### src/rtl/fetch_sequencer.sv
// rtl/fetch_sequencer.sv - assembles one Y86-64 instruction byte-by-byte from a byte-wide synchronous IMEM
//
// Optional feature macro: FETCH_LEN_DECODE_EN
//    defined   : reads stop at the length decoded from byte 0
//    undefined : every fetch reads all 10 bytes (bounds checked on all of them)
//
// Pipeline: byte k is issued in the cycle after edge E(k) and captured at
// edge E(k+2), so one byte per cycle is in flight. cnt_q counts bytes issued;
// pend_q marks that the byte issued last cycle returns on mem_rdata now.

module fetch_sequencer #(
   parameter int IMEM_DEPTH = 1024,
   parameter int ADDR_W     = 64
) (
   input  logic              clk,
   input  logic              rst_n,
   input  logic              start,
   input  logic [ADDR_W-1:0] pc_in,
   output logic              mem_rd,
   output logic [ADDR_W-1:0] mem_addr,
   input  logic [7:0]        mem_rdata,
   output logic [79:0]       instr,
   output logic [3:0]        instr_len,
   output logic [ADDR_W-1:0] valP,
   output logic              instr_valid,
   input  logic              instr_ack,
   output logic              mem_error,
   output logic              instr_err,
   output logic              halted,
   output logic              busy
);

   typedef enum logic [1:0] {S_IDLE, S_FETCH, S_DONE, S_HALT} state_t;

   localparam logic [ADDR_W:0] DEPTH_W = (ADDR_W+1)'(IMEM_DEPTH);

   state_t            state_q, state_d;
   logic [ADDR_W-1:0] pc_q, pc_d;
   logic [3:0]        cnt_q, cnt_d;
   logic              pend_q, pend_d;
   logic              have_len_q, have_len_d;
   logic [3:0]        len_raw_q, len_raw_d;
   logic              err_q, err_d;
   logic [79:0]       instr_q, instr_d;
   logic [3:0]        instr_len_q, instr_len_d;
   logic [ADDR_W-1:0] valp_q, valp_d;
   logic              valid_q, valid_d;
   logic              mem_error_q, mem_error_d;
   logic              instr_err_q, instr_err_d;
   logic              halted_q, halted_d;

   logic [3:0]        ret_k;
   logic              byte0_ret;
   logic [3:0]        cur_len_raw;
   logic              cur_err;
   logic              cur_have;
   logic              cur_halt;
   logic [3:0]        eff_len;
   logic [3:0]        limit;
   logic [ADDR_W:0]   sum_w;
   logic              oor;
   logic              want;
   logic              issue;
   logic              oor_hit;
   logic              last_ret;
   logic [3:0]        len_rep;

   // Byte count of an instruction from its icode; invalid icodes report 1.
   function automatic logic [3:0] len_of(input logic [3:0] icode);
      logic [3:0] l;
      case (icode)
         4'h0, 4'h1, 4'h9:       l = 4'd1;
         4'h2, 4'h6, 4'hA, 4'hB: l = 4'd2;
         4'h7, 4'h8:             l = 4'd9;
         4'h3, 4'h4, 4'h5:       l = 4'd10;
         default:                l = 4'd1;
      endcase
      return l;
   endfunction

   // Invalid icode/ifun combination check on byte 0.
   function automatic logic err_of(input logic [7:0] b);
      logic e;
      case (b[7:4])
         4'h6:                   e = (b[3:0] > 4'd3);
         4'h2, 4'h7:             e = (b[3:0] > 4'd6);
         4'hC, 4'hD, 4'hE, 4'hF: e = 1'b1;
         default:                e = (b[3:0] != 4'd0);
      endcase
      return e;
   endfunction

   // Issue/capture datapath: length limit, bounds test and read strobe.
   always_comb begin
      ret_k       = cnt_q - 4'd1;
      byte0_ret   = pend_q && (cnt_q == 4'd1);
      cur_len_raw = byte0_ret ? len_of(mem_rdata[7:4]) : len_raw_q;
      cur_err     = byte0_ret ? err_of(mem_rdata) : err_q;
      cur_have    = have_len_q | byte0_ret;
      cur_halt    = byte0_ret ? (mem_rdata == 8'h00) : (instr_q[79:72] == 8'h00);
      eff_len     = cur_err ? 4'd1 : cur_len_raw;
`ifdef FETCH_LEN_DECODE_EN
      limit       = cur_have ? eff_len : 4'd10;
`else
      limit       = 4'd10;
`endif
      sum_w       = {1'b0, pc_q} + {{(ADDR_W-3){1'b0}}, cnt_q};
      oor         = (sum_w >= DEPTH_W);
      want        = (state_q == S_FETCH) && (cnt_q < limit);
      issue       = want && !oor;
      oor_hit     = want && oor;
      last_ret    = (state_q == S_FETCH) && pend_q && (ret_k == limit - 4'd1);
      len_rep     = oor_hit ? (cur_have ? cur_len_raw : 4'd0) : eff_len;
      mem_rd      = issue;
      mem_addr    = issue ? sum_w[ADDR_W-1:0] : '0;
   end

   // Next-state and registered-output computation for the sequencer FSM.
   always_comb begin
      state_d     = state_q;
      pc_d        = pc_q;
      cnt_d       = cnt_q;
      pend_d      = pend_q;
      have_len_d  = have_len_q;
      len_raw_d   = len_raw_q;
      err_d       = err_q;
      instr_d     = instr_q;
      instr_len_d = instr_len_q;
      valp_d      = valp_q;
      valid_d     = valid_q;
      mem_error_d = mem_error_q;
      instr_err_d = instr_err_q;
      halted_d    = halted_q;
      case (state_q)
         S_IDLE: begin
            if (start) begin
               state_d    = S_FETCH;
               pc_d       = pc_in;
               cnt_d      = 4'd0;
               pend_d     = 1'b0;
               have_len_d = 1'b0;
               len_raw_d  = 4'd0;
               err_d      = 1'b0;
               instr_d    = '0;
            end
         end
         S_FETCH: begin
            pend_d = issue;
            if (issue) cnt_d = cnt_q + 4'd1;
            for (int k = 0; k < 10; k++) begin
               if (pend_q && (ret_k == 4'(k))) instr_d[79-8*k -: 8] = mem_rdata;
            end
            if (byte0_ret) begin
               have_len_d = 1'b1;
               len_raw_d  = cur_len_raw;
               err_d      = cur_err;
            end
            if (last_ret || oor_hit) begin
               state_d     = S_DONE;
               valid_d     = 1'b1;
               mem_error_d = oor_hit;
               instr_err_d = cur_have && cur_err;
               instr_len_d = len_rep;
               valp_d      = pc_q + {{(ADDR_W-4){1'b0}}, len_rep};
               if (cur_have && cur_halt) halted_d = 1'b1;
            end
         end
         S_DONE: begin
            if (instr_ack) begin
               state_d     = halted_q ? S_HALT : S_IDLE;
               valid_d     = 1'b0;
               mem_error_d = 1'b0;
               instr_err_d = 1'b0;
            end
         end
         default: ;
      endcase
   end

   // State and output registers with asynchronous clear.
   always_ff @(posedge clk or negedge rst_n) begin
      if (!rst_n) begin
         state_q     <= S_IDLE;
         pc_q        <= '0;
         cnt_q       <= 4'd0;
         pend_q      <= 1'b0;
         have_len_q  <= 1'b0;
         len_raw_q   <= 4'd0;
         err_q       <= 1'b0;
         instr_q     <= '0;
         instr_len_q <= 4'd0;
         valp_q      <= '0;
         valid_q     <= 1'b0;
         mem_error_q <= 1'b0;
         instr_err_q <= 1'b0;
         halted_q    <= 1'b0;
      end else begin
         state_q     <= state_d;
         pc_q        <= pc_d;
         cnt_q       <= cnt_d;
         pend_q      <= pend_d;
         have_len_q  <= have_len_d;
         len_raw_q   <= len_raw_d;
         err_q       <= err_d;
         instr_q     <= instr_d;
         instr_len_q <= instr_len_d;
         valp_q      <= valp_d;
         valid_q     <= valid_d;
         mem_error_q <= mem_error_d;
         instr_err_q <= instr_err_d;
         halted_q    <= halted_d;
      end
   end

   assign instr       = instr_q;
   assign instr_len   = instr_len_q;
   assign valP        = valp_q;
   assign instr_valid = valid_q;
   assign mem_error   = mem_error_q;
   assign instr_err   = instr_err_q;
   assign halted      = halted_q;
   assign busy        = (state_q != S_IDLE);

endmodule

### config.mk
export PLATFORM = sky130hd
export DESIGN_NAME = fetch_sequencer
export DESIGN_NICKNAME = d
export VERILOG_FILES = /design/src/rtl/fetch_sequencer.sv
export SDC_FILE = /design/constraint.sdc
export NUM_CORES = 1
export LEC_CHECK = 0
export ABC_AREA = 1
export BUFFER_PORTS_ARGS = -buffer_cell sky130_fd_sc_hd__buf_4
export CORE_ASPECT_RATIO = 0.5
export CORE_MARGIN = 8
export CORE_UTILIZATION = 45
export DETAILED_ROUTE_END_ITERATION = 6
export PLACE_DENSITY_LB_ADDON = 0.05
export SLEW_MARGIN = 10
export SYNTH_ARGS = -nofsm -noshare
export SYNTH_HDL_FRONTEND = slang
export SYNTH_SLANG_ARGS = --single-unit
### constraint.sdc
create_clock -name clk -period 4.4 [get_ports clk]
set_input_delay 0 -clock clk [delete_from_list [all_inputs] [get_ports clk]]
set_output_delay 0 -clock clk [all_outputs]
set_load 0.01 [all_outputs]
==> results of run 1 <==
-- registers in the layout, indices dropped and copies added, names as in the netlist, 2 cells and up --
name,flops
pc_q,64
cnt_q,4
valP,64
len_raw_q,4
state_q,2
instr_len,4
instr,80
-- where the power goes --
| part | internal, uW | switching, uW | total, uW |
|---|---|---|---|
| clock | 1010 | 879 | 1890 |
| combinational | 2720 | 3670 | 6390 |
| sequential | 2980 | 802 | 3780 |
-- cells by family (layout without fill, tap and decap cells) --
| group | Yosys count | in the layout | share of synthesized area [%] |
|---|---|---|---|
| AND/OR/NAND/NOR | 868 | 868 | 27.85 |
| XOR/XNOR | 81 | 81 | 5.502 |
| other | 1 | 55 | 0.02908 |
| multiplexers | 21 | 21 | 1.834 |
| AO/OA/AOI/OAI | 237 | 237 | 9.539 |
| adder cells (fa/ha/maj) | 20 | 20 | 2.057 |
| flip-flops | 229 | 229 | 44.44 |
| buffers and inverters | 232 | 730 | 8.743 |
-- synthesized netlist by cell type (4+ instances only) --
cell      instances
a21oi_1          54
nor3_1            7
o21bai_1          5
buf_2             9
nor2_4            7
nand2_2           5
xor2_1           58
o21ai_1          31
buf_4            54
nor2_1          207
dfrtp_1         229
nor2_2           12
nand2_1         501
ha_1             18
inv_1           134
buf_6             5
nand4_1          26
and2_1            4
clkbuf_1         24
mux2_2           21
nand3_1          90
xnor2_1          23
o21ai_0         134
o22ai_1           4
-- critical path, delay by kind of cell (launching register included) --
family | cells | cell delay, ns
buffers and inverters | 11 | 1.25
and+or+nand+nor | 16 | 1.81
AOI/OAI and AO/OA | 2 | 0.25
adders and majority gates | 2 | 0.53
DFF | 1 | 0.41
xor gates and xnor gates | 1 | 0.14
-- cell type report --
class	instances	area, sq um	area share [%]
repair buffers	555	4459	23.69
inverters	137	525.5	2.792
clock buffers	32	638.1	3.390
well taps	382	478.0	2.539
flip-flops and latches	229	5736	30.47
multi-input cells	1281	6929	36.81
clock inverters	6	55.05	0.2925
diodes	1	2.502	0.01329
-- metal layers --
metal	routed length [um]	GRT usage, %	up-vias
li1	-	-	6369
met1	21550	36.04	6537
met2	24470	47.52	465
met3	4108	6.936	74
met4	1054	6.169	0
met5	0	0	-
-- path summary, 6_finish.rpt --
kind                                  startpoint                       end  slack (ns)
hold reg to reg            instr[31]$_DFFE_PN0P_     instr[31]$_DFFE_PN0P_        0.49
setup / recovery             pc_q[3]$_DFFE_PN0P_       valP[3]$_DFFE_PN0P_       -0.13
min in group asynchronous                  rst_n     instr[30]$_DFFE_PN0P_        0.13
max in group asynchronous                  rst_n      valP[43]$_DFFE_PN0P_        3.10
hold / removal                      mem_rdata[7]  len_raw_q[3]$_DFFE_PN0P_        0.06
setup reg to reg             pc_q[3]$_DFFE_PN0P_       valP[3]$_DFFE_PN0P_       -0.13
-- what timing repair did --
| action | 4_1_cts | 5_1_grt |
|---|---|---|
| endpoints found under the hold margin | 210 | 0 |
| endpoints found under the setup margin | 56 | 58 |
| gates resized for setup | 54 | 141 |
| pin swaps | 22 | 54 |
| hold buffers | 69 | 0 |
| buffers inserted | 18 | 11 |
-- metrics by stage --
step,util [%],setup TNS (ns)
global route,67.41,-7.438
detailed placement,59.10,-15.39
CTS,65.32,-0.02249
finish,67.41,-0.2986
floorplan,-,0
global placement,59.10,-8.048
==> flow_summary.json, run 1 <==
{
  "yosysSeqAreaShare_pct": 44.44,
  "max-slew-margin-rel_pct": 30.23,
  "finalCriticalPeriod_ns": 4.531,
  "routedWlPerCell_um": 19.51,
  "dp.cells": 2488,
  "antenna_found_initial": 1,
  "worst_hold_slack_ns": 0.06130,
  "worst_slack_ns": -0.1313,
  "grt_pass1_vias": 13434,
  "postSynthCellCount": 1689,
  "outcome": "complete, but fails checks",
  "synth_top_area_share_pct": 44.44,
  "core.rowCount": 43,
  "grt_max_degree": 138,
  "ys_async_sr_fraction_pct": 100.0,
  "cts_tree": "done",
  "path_class": "flop to flop",
  "cts_buffers": 22,
  "mostFrequentLayoutCell": "buf_4",
  "synthTopCellsByArea": "dfrtp_1 (44%), nand2_1 (15%), nor2_1 (6.0%), o21ai_0 (5.2%), xor2_1 (3.9%)",
  "die_w_um": 255.4,
  "synth_ff_type": "dfrtp_1",
  "rsz0062_at_grt": "true",
  "p_leak_uw": 0.009499,
  "final_cell_mix": "buf_4 (469), nand2_1 (465), dfrtp_1 (225)",
  "syn_area_sq_um": 12890,
  "violations": "setup timing",
  "drc": 0,
  "clkSinkCount": 229,
  "setup_violations": 5,
  "drtIter0Drc": 1104,
  "final.setup_skew_ns": 0.02111,
  "yosys.area.top_type": "dfrtp_1",
  "viasPerCell": 5.126,
  "cp_slowest_stage_delay_ns": 0.41,
  "dr.pass1.iters": 7,
  "hp-class": "input pin to flop",
  "io_pins": 294,
  "die_h_um": 135.7,
  "finalHoldViolations": 0,
  "via_count": 13445,
  "place_area_sq_um": 16500,
  "ys_warn_count": 0,
  "cp-end-kind": "flop",
  "finalPower_uw": 12070,
  "overflow": 0,
  "dieArea_sq_um": 34650,
  "holdPathStages": 5,
  "cts_root_buffer": "clkbuf_16",
  "stdcell_count": 2623,
  "power.density_nw_per_um2": 641.0,
  "synth-edff-count": 0,
  "crit_slowest_cell": "dfrtp_1",
  "cts.clk_slew.worst_paths_ns": 0.07,
  "cp-start-kind": "flop",
  "drv_slew": 0,
  "antenna_left": 0,
  "crit_path_frequent_cell": "buf_4",
  "nFillCells": 2328,
  "core_area_sq_um": 27920,
  "dp_slack_ns": -0.8847,
  "start_util_pct": 46.18,
  "insertion_delay_ns": 0.56,
  "nets": 2322,
  "ys_types": 43,
  "grt_pass1_wl_um": 76590,
  "clock_path_buffers": 3,
  "grt_use_total_pct": 27.97,
  "crit_arrival_ns": 4.97,
  "drive_gt1_share_pct": 31.29,
  "critPathMaxFanout": 5,
  "worstRegToRegCells": 32,
  "gp_congestion": 1.006,
  "dp_hpwl_um": 39140,
  "max_freq_mhz": 220.7,
  "area_delta_synth_final_pct": 45.99,
  "port_buffers": 239,
  "wirelength_um": 51180,
  "critPathRequiredTime_ns": 4.83,
  "vdd.ir_drop.worst_mv": 0.3625,
  "fin_area_sq_um": 18820,
  "min_period_over_period_pct": 103.0,
  "cap_violations": 0,
  "syn_avg_cell_area_sq_um": 7.634,
  "synth-seq-cells": 229,
  "cts_htree_levels": 1,
  "worst_pin_slew_ns": 1.047
}
(Power assumes the default switching activity.)
==> inputs of run 2 (changes only) <==
--- a/config.mk
+++ b/config.mk
@@ -12,4 +12,5 @@
 export CORE_UTILIZATION = 45
 export DETAILED_ROUTE_END_ITERATION = 6
+export HOLD_SLACK_MARGIN = 0.08
 export PLACE_DENSITY_LB_ADDON = 0.05
 export SLEW_MARGIN = 10
==> constraint.sdc (replaced) <==
create_clock -name clk -period 4.15 [get_ports clk]
set_input_delay 0.2075 -clock clk [delete_from_list [all_inputs] [get_ports clk]]
set_output_delay 0.2075 -clock clk [all_outputs]
set_load 0.01 [all_outputs]
==> flow_summary.json, run 2 (synthesis results as in run 1) <==
{
  "drc": 0,
  "final.setup_skew_ns": 0.01532,
  "finalPower_uw": 13310,
  "path_class": "flop to flop",
  "via_count": 13485,
  "p_seq_share_pct": 29.9,
  "cp.buffers_inverters": 5,
  "core_area_sq_um": 27920,
  "finalSetupTns_ns": -3.744,
  "drive_gt1_share_pct": 33.20,
  "dp_hpwl_um": 39450,
  "power_frac_comb_pct": 53.4,
  "p_sw_uw": 5798,
  "rsz0062_at_grt": "true",
  "routedWlPerCell_um": 19.40,
  "drtIter0Drc": 1059,
  "core.rowCount": 43,
  "port_buffers": 239,
  "finalCriticalPeriod_ns": 4.361,
  "cp-end-kind": "flop",
  "power.density_nw_per_um2": 687.4,
  "insertion_delay_ns": 0.56,
  "cts_htree_levels": 1,
  "antenna_found_initial": 1,
  "wirelength_um": 51400,
  "violations": "setup timing",
  "die_h_um": 135.7,
  "max-slew-margin-rel_pct": 42.07,
  "crit_slowest_cell": "dfrtp_1",
  "viasPerCell": 5.089,
  "antenna-diode-count": 0,
  "worst_slack_ns": -0.2113,
  "max_freq_mhz": 229.3,
  "largest_reg_flops": 80,
  "antenna_left": 0,
  "gp_congestion": 0.9679,
  "dieArea_sq_um": 34650,
  "cts.clk_slew.worst_paths_ns": 0.06,
  "io_pins": 294,
  "min_period_over_period_pct": 105.1,
  "cts_buffers": 23,
  "overflow": 0,
  "dr.pass1.iters": 5,
  "p_leak_uw": 0.009664,
  "crit_arrival_ns": 4.85,
  "vdd.ir_drop.worst_mv": 0.4113,
  "crit_path_frequent_cell": "nand2_1",
  "dp_slack_ns": -0.6347,
  "worst_hold_slack_ns": 0.1622,
  "outcome": "complete, but fails checks",
  "nets": 2350,
  "area_delta_synth_final_pct": 50.22,
  "grt_max_degree": 117,
  "crit_family": "simple AND/OR/NAND/NOR gates",
  "critPathRequiredTime_ns": 4.64,
  "cts_tree": "done",
  "grt_pass1_vias": 13588,
  "hp-class": "input pin to flop",
  "pwr-share-clk_pct": 16.7,
  "clock_path_buffers": 3,
  "start_util_pct": 46.18,
  "cts_root_buffer": "clkbuf_16",
  "finalHoldViolations": 0,
  "final_cell_mix": "buf_4 (487), nand2_1 (459), dfrtp_1 (226)",
  "die_w_um": 255.4,
  "worst_pin_slew_ns": 0.8690,
  "power.internal_uw": 7517,
  "cp_slowest_stage_delay_ns": 0.35,
  "cap_violations": 0,
  "clkSinkCount": 229,
  "switching_share_pct": 43.54,
  "nFillCells": 2292,
  "cp-start-kind": "flop",
  "mostFrequentLayoutCell": "buf_4",
  "grt_use_total_pct": 28.38,
  "grt_pass1_wl_um": 77670,
  "setup_violations": 37,
  "critPathMaxFanout": 5,
  "drv_slew": 0
}
run 2: cell types whose count changed in the layout (fill, tap and decap cells not counted), sizes merged:
cell         before  now
buf             486  516
diode             1    0
inv             135  136
clkbuf           32   29
dlygate4sd3      69   66
bufinv            0    3
run 2: final cells by class:
| cell class | instances | area (sq um) | area share (%) |
|---|---|---|---|
| Inverter | 137 | 539.3 | 2.784 |
| Clock inverter | 10 | 143.9 | 0.7429 |
| Tap cell | 382 | 478.0 | 2.468 |
| Timing Repair Buffer | 582 | 4708 | 24.31 |
| Clock buffer | 29 | 638.1 | 3.295 |
| Multi-Input combinational cell | 1281 | 7127 | 36.80 |
| Sequential cell | 229 | 5734 | 29.61 |
run 2: power groups by stage:
stage / Combinational (uW) / Sequential, uW / Clock [uW]
after floorplan: 3060 / 4070 / 0
after global placement: 6340 / 3940 / 0
after detailed placement: 6460 / 3960 / 0
after CTS: 6800 / 3950 / 2270
after global routing: 7800 / 4060 / 2340
final: 7110 / 3980 / 2230
run 2: worst register-to-register path, delay by kind of cell, from the launching register on:
| kind | cells | cell delay (ns) |
|---|---|---|
| buffers and inverters | 5 | 0.43 |
| adders and majority gates | 3 | 0.73 |
| AOI/OAI and AO/OA | 1 | 0.07 |
| DFF | 1 | 0.35 |
| and+or+nand+nor | 25 | 2.58 |
| xor gates and xnor gates | 1 | 0.14 |
run 2: path summary, 6_finish.rpt:
check                                   startpoint                       to  slack, ns  cells past startpoint
min in group asynchronous                    rst_n    instr[59]$_DFFE_PN0P_       0.33                      2
max reg2reg                    pc_q[0]$_DFFE_PN0P_     valP[35]$_DFFE_PN0P_      -0.21                     35
min reg2reg                instr_valid$_DFFE_PN0P_  instr_valid$_DFFE_PN0P_       0.48                      2
min                                      instr_ack  instr_valid$_DFFE_PN0P_       0.16                      6
max                            pc_q[0]$_DFFE_PN0P_     valP[35]$_DFFE_PN0P_      -0.21                     35
max in group asynchronous                    rst_n     pc_q[27]$_DFFE_PN0P_       2.89                      3
run 2: per-layer routing:
layer  global-route usage [%]  part of all wire [%]  up-vias
met2                    48.35                    47      451
met3                    7.884                   8.0      101
met5                        0                 0.025        -
met1                    35.86                    42     6518
met4                    6.549                   2.7        2
li1                         -                     -     6413
run 2: repair_timing:
item                                   CTS  global route
setup buffers                           18             8
resized for setup                      124           125
setup endpoints to repair               59            60
pin swaps                               45           100
hold buffers                            66             0
endpoints found under the hold margin  179             0
run 2: stage by stage:
step                cell area, sq um  cells  utilization, %
floorplan                      13120   1742               -
global placement               16790   2524           60.15
detailed placement             16790   2524           60.15
CTS                            18810   2645           67.37
global route                   19370   2650           69.36
finish                         19370   2650           69.36
==> inputs of run 3 (changes only) <==
Settings changed: PLACE_DENSITY set to 0.75, PLACE_DENSITY_LB_ADDON 0.05 to not set.
Clock period 4.15 ns to 3.7 ns, I/O delays scaled along.
==> flow_summary.json, run 3 (synthesis results as in run 1) <==
{
  "switching_share_pct": 44.33,
  "drive_gt1_share_pct": 35.69,
  "dr.pass1.iters": 7,
  "die_w_um": 255.4,
  "mostFrequentLayoutCell": "buf_4",
  "min_period_over_period_pct": 123.3,
  "grt_use_total_pct": 28.98,
  "dr.max_layer_used": "met4",
  "core.rowCount": 43,
  "worst_hold_slack_ns": 0.09035,
  "dr_wl_met3_um": 6293,
  "vdd.ir_drop.worst_mv": 0.5914,
  "r2r_slack_ns": -0.86,
  "nFillCells": 2090,
  "finalPower_uw": 15250,
  "outcome": "complete, but fails checks",
  "cts_root_buffer": "clkbuf_16",
  "cp-start-kind": "flop",
  "drtIter0Drc": 1497,
  "port_buffers": 239,
  "wirelength_um": 54320,
  "cts_htree_levels": 1,
  "clock_path_buffers": 3,
  "power.internal_uw": 8489,
  "critPathRequiredTime_ns": 4.13,
  "cap_violations": 0,
  "grt_pass1_wl_um": 79460,
  "wl_met1_um": 21720,
  "critPathMaxFanout": 7,
  "max_freq_mhz": 219.3,
  "nets": 2401,
  "core_area_sq_um": 27920,
  "path_class": "flop to flop",
  "finalHoldViolations": 0,
  "worst_pin_slew_ns": 0.9021,
  "viasPerCell": 5.294,
  "drv_slew": 0,
  "grt_pass1_vias": 13842,
  "grt_max_degree": 108,
  "post-route-util_pct": 71.09,
  "antenna_found_initial": 0,
  "cts_tree": "done",
  "gp_congestion": 1.094,
  "p_seq_share_pct": 29.4,
  "overflow": 0,
  "final.setup_skew_ns": 0.02777,
  "routedWlPerCell_um": 20.12,
  "p_sw_uw": 6761,
  "clkSinkCount": 229,
  "start_util_pct": 46.18,
  "dieArea_sq_um": 34650,
  "via_count": 14288,
  "setup_violations": 70,
  "p_leak_uw": 0.01000,
  "largest_reg_flops": 80,
  "stdcell_count": 2699,
  "cts.clk_slew.worst_paths_ns": 0.08,
  "antenna-diode-count": 0,
  "antenna_left": 0,
  "max-slew-margin-rel_pct": 39.86,
  "dp.cells": 2556,
  "pwr-share-clk_pct": 14.7,
  "wl_met2_um": 24250,
  "final_cell_mix": "buf_4 (530), nand2_1 (462), dfrtp_1 (222)",
  "drc": 9,
  "power.density_nw_per_um2": 768.2,
  "crit_slowest_cell": "dfrtp_1",
  "hp-class": "input pin to flop",
  "io_pins": 294,
  "cp_slowest_stage_delay_ns": 0.42,
  "cts_buffers": 21,
  "worst_slack_ns": -0.8607,
  "power_frac_comb_pct": 55.9,
  "violations": "DRC, setup timing",
  "dp_hpwl_um": 39500,
  "insertion_delay_ns": 0.55,
  "crit_arrival_ns": 4.99,
  "rsz0062_at_grt": "true",
  "cp-end-kind": "flop",
  "die_h_um": 135.7,
  "area_delta_synth_final_pct": 53.96,
  "finalSetupTns_ns": -39.33,
  "finalCriticalPeriod_ns": 4.561,
  "crit_path_frequent_cell": "nand2_1"
}
## run 3: changes by cell type in the layout (fill, tap and decap cells not counted), moves of 5 or more
cell / change
nor2_2: +8
buf_4: +43
xor2_1: -5
nor2_1: -12
xor2_2: +7
buf_6: +8
xnor2_1: -5
## run 3: final timing paths
check / start / to / cells after the start
worst max-delay path: cnt_q[3]$_DFFE_PN0P_ / valP[49]$_DFFE_PN0P_ / 34
worst min-delay path: start / pc_q[2]$_DFFE_PN0P_ / 3
worst max register to register: cnt_q[3]$_DFFE_PN0P_ / valP[49]$_DFFE_PN0P_ / 34
worst min register to register: instr_err$_DFFE_PN0P_ / instr_err$_DFFE_PN0P_ / 2
max in group asynchronous: rst_n / instr[16]$_DFFE_PN0P_ / 3
min in group asynchronous: rst_n / instr[78]$_DFFE_PN0P_ / 2
## run 3: metrics by stage
step / instance area [sq um] / setup slack, ns
floorplan: 13260 / -0.2555
global placement: 17110 / -1.033
detailed placement: 17110 / -1.106
CTS: 19180 / -0.6500
finish: 19850 / -0.8607
global route: 19850 / -1.006
## run 3: final cells by class
class                      count  area (sq um)  share of cell area [%]
timing repair buffer         635          5141                   25.90
clock inverter                 8         68.82                  0.3467
clock buffer                  27         598.1                   3.013
inverter                     137         531.8                   2.679
sequential                   229          5739                   28.91
tap                          382         478.0                   2.408
multi-input combinational   1281          7295                   36.75
## run 3: per-layer routing
metal,global-route usage (%),up-vias
met5,0,-
met2,46.26,806
met3,9.334,159
met4,8.257,0
met1,37.68,6812
li1,-,6511
## run 3: power by group through the flow
| stage | Sequential (uW) | Clock, uW | Combinational, uW |
|---|---|---|---|
| final | 4480 | 2250 | 8520 |
| after global routing | 4560 | 2360 | 9200 |
| after CTS | 4410 | 2260 | 7920 |
| after detailed placement | 4410 | 0 | 7480 |
| after global placement | 4400 | 0 | 7370 |
| after floorplan | 4580 | 0 | 3520 |
## run 3: worst max-delay path, delay by kind of cell (launching register included)
| family | cells | cell delay, ns |
|---|---|---|
| fa+ha+maj | 2 | 0.56 |
| flops | 1 | 0.42 |
| simple gates | 23 | 2.42 |
| compound gates | 2 | 0.15 |
| xor+xnor | 1 | 0.14 |
| buf+inv | 6 | 0.74 |
## run 3: what timing repair did
item / CTS / global route
pin swaps: 67 / 77
resized for setup: 134 / 125
gates cloned: 0 / 1
buffers inserted: 24 / 21
hold buffers: 68 / 0
setup endpoints to repair: 74 / 74
endpoints found under the hold margin: 167 / 0
